--- config.mk ---
export PLATFORM = sky130hd
export DESIGN_NAME = multibit_sync_stable
export DESIGN_NICKNAME = d
export VERILOG_FILES = /design/src/rtl/multibit_sync_stable.sv
export SDC_FILE = /design/constraint.sdc
export NUM_CORES = 1
export LEC_CHECK = 0
export BUFFER_PORTS_ARGS = -buffer_cell sky130_fd_sc_hd__buf_2
export CAP_MARGIN = 5
export CORE_UTILIZATION = 50
export DETAILED_ROUTE_END_ITERATION = 10
export HOLD_SLACK_MARGIN = 0.1
export PLACE_DENSITY = 0.71
export SETUP_SLACK_MARGIN = 0.05
export SLEW_MARGIN = 10
export SYNTH_ARGS = -nofsm -noshare
export SYNTH_HDL_FRONTEND = slang
export SYNTH_SLANG_ARGS = --single-unit
export TNS_END_PERCENT = 20
--- constraint.sdc ---
create_clock -name i_clock -period 4.2 [get_ports i_clock]
set_input_delay 0.63 -clock i_clock [delete_from_list [all_inputs] [get_ports i_clock]]
set_output_delay 0.63 -clock i_clock [all_outputs]
set_load 0.005 [all_outputs]
--- src/rtl/multibit_sync_stable.sv ---
// Synchronises an asynchronous multibit level bus into i_clock. A new value reaches
// o_data only after the synchronised bus has held that value for STABLE_CYCLES cycles.
module multibit_sync_stable #(
  parameter int              NB            = 8,
  parameter int              N_SYNC        = 2,
  parameter int              STABLE_CYCLES = 3,
  parameter int              NB_CNT        = 8,
  parameter logic [NB-1:0]   RESET_VALUE   = '0
) (
  input  logic              i_clock,
  input  logic              i_reset_n,
  input  logic [NB-1:0]     i_data,
  output logic [NB-1:0]     o_data,
  output logic              o_update,
  output logic              o_pending,
  output logic [NB_CNT-1:0] o_abort_count
);

  localparam int                 CNT_W     = $clog2(STABLE_CYCLES + 1);
  localparam logic [CNT_W-1:0]   CNT_MAX   = CNT_W'(STABLE_CYCLES);
  localparam logic [CNT_W-1:0]   CNT_ONE   = CNT_W'(1);
  localparam logic [NB_CNT-1:0]  ABORT_MAX = '1;

  if (N_SYNC < 2) begin : g_bad_n_sync
    $error("multibit_sync_stable: N_SYNC must be >= 2");
  end
  if (STABLE_CYCLES < 1) begin : g_bad_stable_cycles
    $error("multibit_sync_stable: STABLE_CYCLES must be >= 1");
  end

  logic [NB-1:0]    sync_q [N_SYNC];
  logic [NB-1:0]    sync_s;
  logic [NB-1:0]    cand;
  logic [CNT_W-1:0] cnt;
  logic             s_changed;
  logic             cand_pending;
  logic             commit;

  // Plain shift chain per bit: nothing combinational between stages.
  always_ff @(posedge i_clock) begin
    if (!i_reset_n) begin
      for (int i = 0; i < N_SYNC; i++) sync_q[i] <= RESET_VALUE;
    end else begin
      sync_q[0] <= i_data;
      for (int i = 1; i < N_SYNC; i++) sync_q[i] <= sync_q[i-1];
    end
  end

  assign sync_s = sync_q[N_SYNC-1];

  always_comb begin
    s_changed    = (sync_s != cand);
    cand_pending = (cand != o_data);
    commit       = !s_changed && (cnt == CNT_MAX) && cand_pending;
  end

  // o_update is a valid-only strobe (no ready): it is high for exactly the one cycle
  // in which o_data first shows a newly committed value; the consumer cannot stall it.
  always_ff @(posedge i_clock) begin
    if (!i_reset_n) begin
      cand          <= RESET_VALUE;
      cnt           <= '0;
      o_data        <= RESET_VALUE;
      o_update      <= 1'b0;
      o_abort_count <= '0;
    end else begin
      o_update <= commit;
      if (s_changed) begin
        // A moving bus always restarts qualification, even on the would-be commit edge.
        cand <= sync_s;
        cnt  <= CNT_ONE;
        if (cand_pending && (o_abort_count != ABORT_MAX))
          o_abort_count <= o_abort_count + 1'b1;
      end else if (commit) begin
        o_data <= cand;
      end else if (cnt != CNT_MAX) begin
        cnt <= cnt + 1'b1;
      end
    end
  end

  assign o_pending = cand_pending;

endmodule

==> flow_summary_export.csv <==
group,metric,value,unit
grt,grt_busiest_layer,"met2",
floorplan,die_h,59.9,µm
min_path,worstHoldPathType,"reg2reg",
floorplan,core,3130,µm²
timing,max_clock_freq,405,MHz
pwr,p_sw,0.164,mW
worst_setup_path,slowest_delay,510,ps
final_layout,seqCellArea,861,µm²
timing,period_share,0.588,
worst_setup_path,crit_chain,"xnor2_1 > nand4_1 > nor2_1 > inv_1 > buf_2",
grt,gr-total-overflow,0,
yosys,postSynthCellCount,168,
pwr,combPwrFrac,0.073,
grt,track_usage,0.169,
pwr,clockPowerShare,0.355,
worst_setup_path,arrival,1840,ps
worst_setup_path,worstReg2RegStart,"cand[2]",
run,drv_cap,0,
yosys,ys_types,22,
worst_setup_path,critPathRequiredTime,3570,ps
route,first_pass_iters,4,
yosys,yosysWarnings,0,
worst_setup_path,end_kind,"primary output",
final_layout,fin_nets,206,
final_layout,fin_area,1920,µm²
placed_design,port_buffers,27,
yosys,synth-seq-cells,43,
clocking,cts_tree,"built",
grt,grt_pass1_vias,999,
grt,met2_usage,0.260,
route,vias,1136,
pwr,seqPwrFrac,0.572,
pwr,power,0.751,mW
clocking,path_clk_slew,120,ps
route,wl,2.56,mm
grt,met1_usage,0.218,
yosys,synth_top_area_frac,0.513,
final_layout,stdcell_count,239,
run_status,status,"finished clean",
grt,antenna_found_initial,0,
worst_setup_path,slowest_stage,"nor2_1",
yosys,synth-seq-area-share,0.513,
worst_setup_path,startpoint,"cand[2]",
worst_setup_path,cp_max_fo,11,
floorplan,die_x,59.9,µm
timing,tns,0,ps
clocking,clock_sinks,43,
worst_setup_path,start_kind,"flop",
placed_design,hpwlAfterDp,1.87,mm
timing,tightestPinTransition,752,ps
floorplan,start_util,0.536,
worst_setup_path,crit_family,"simple AND/OR/NAND/NOR gates",
timing,fin_skew,7.64,ps
final_layout,multi_input_area,774,µm²
timing,relSlewSlack,0.499,
clocking,post_cts_buffers,0,
clocking,cts-resized-gates,0,
route,wl_per_cell,10.7,µm
floorplan,rows,20,
final_layout,fillers,272,
final_layout,final_layout_size_suffix_gt1_frac,0.185,
placed_design,gp_congestion,0.752,
pwr,peakVddDrop,0.262,mV
clocking,htree_num_levels,2,
clocking,cts_max_path_buffers,2,
placed_design,placedCellCount,231,
route,drc,0,
timing,rsz0062_at_grt,"no",
clocking,hold_buffers,0,
grt,grt_pass1_wl,4.43,mm
grt,use_met3,0.0455,
placed_design,dpl_cell_area,1830,µm²
yosys,synth_nets,180,
floorplan,die-area,3590,µm²
pwr,pwr_density_cell,392,nW/µm²
min_path,min_from,"sync_q[0][0]",
route,ant_nets,0,
final_layout,area_growth,14.2,%
worst_setup_path,cp_num_buf_inv,2,
timing,maxSlewViolCount,0,
pwr,p_int,0.587,mW
grt,grt_max_degree,56,
pwr,switching_share,0.219,
timing,layout_min_cycle_time,2470,ps
yosys,synthTopCellsByArea,"dfxtp_1 51%, and2_1 8.9%, mux2i_1 8.4%, xnor2_1 8.4%, nand2_1 5.4%",
yosys,yosys.area.top_type,"dfxtp_1",
yosys,syn_avg_cell_area,9.99,µm²
timing,finalSetupViolCount,0,
route,detail_route.vias_per_cell,4.75,
clocking,clock-root-buffer,"clkbuf_4",
clocking,numCtsBuffers,5,
worst_setup_path,worstSetupPathType,"reg2out",
pwr,leakagePower,0.774,nW
timing,hold_viol_final,0,
clocking,clkLatencyLatePin,340,ps
floorplan,io_pins,28,
yosys,synth_area,1680,µm²
route,drtIter0Drc,51,
final_layout,diodes,0,
-- cell usage after synthesis --
library cell	count
dfxtp_1	43
and3_1	4
a21boi_1	3
mux2i_1	14
o21ai_2	1
buf_6	1
nand2_1	24
o31ai_1	3
xor2_1	1
nor2_1	5
inv_1	1
and2_1	24
xnor2_1	16
nand4_1	4
ha_1	2
or4_1	3
a21boi_0	1
buf_2	1
nor3b_1	3
nand2b_1	4
nand3_1	4
clkbuf_1	6
-- final timing paths --
path,end,slack [ps],cells past startpoint
max reg2reg,o_data[0],2200,6
max,o_pending,1730,5
min,sync_q[0][8],440,1
min reg2reg,sync_q[0][8],440,1
-- routing by layer --
metal	vias to the layer above	routed length [µm]
met5	-	0
met4	0	38
met3	5	99
met2	23	1150
met1	506	1270
li1	602	-
-- cell families after synthesis --
group / share of synthesized area
compound gates: 0.0365
xor+xnor: 0.0887
fa+ha+maj: 0.0149
buf+inv: 0.0253
flops: 0.513
mux: 0.0835
simple gates: 0.238
-- stage by stage --
stage | hold WS (ps) | utilization | worst slack, ps
after floorplan | 412 | - | 2640
after global placement | 415 | 0.585 | 2170
after detailed placement | 419 | 0.585 | 2090
after CTS | 447 | 0.612 | 1690
after global routing | 455 | 0.612 | 1520
final | 444 | 0.612 | 1730
-- placed cells by master (no fill, tap or decap), drive strengths merged --
cell	count
a21boi	4
and2	24
and3	4
buf	27
bufinv	1
clkbuf	6
clkinv	1
dfxtp	43
ha	2
inv	1
mux2i	14
nand2	24
nand2b	4
nand3	4
nand4	4
nor2	5
nor3b	3
o21ai	1
o31ai	3
or4	3
xnor2	16
xor2	1
-- power groups by stage --
stage	clock [mW]	sequential (mW)	combinational [mW]
floorplan	0	0.438	0.0435
global placement	0	0.438	0.0535
detailed placement	0	0.440	0.0556
CTS	0.271	0.430	0.0557
global route	0.287	0.432	0.0634
finish	0.267	0.430	0.0546
-- flip-flops by register name, summed over array words and instances, names as in the netlist --
register and cells:
o_update 1, cnt 2, sync_q 16, cand 8, o_abort_count 8, o_data 8
-- worst register-to-register path, stage by stage (launching register included) --
cell and delay, ps:
dfxtp_1 420, xnor2_1 140, nand4_1 120, nor2_1 510
inv_1 150, and3_1 370, mux2i_1 190
-- cell type report --
| class | instances | share of cell area |
|---|---|---|
| clock buffer | 6 | 0.0268 |
| clock inverter | 2 | 0.0183 |
| tap | 44 | 0.0287 |
| multi-input combinational | 116 | 0.404 |
| inverter | 1 | 0.00196 |
| timing repair buffer | 27 | 0.0705 |
| sequential | 43 | 0.449 |
Note: power is estimated with default switching activity, not from simulation.
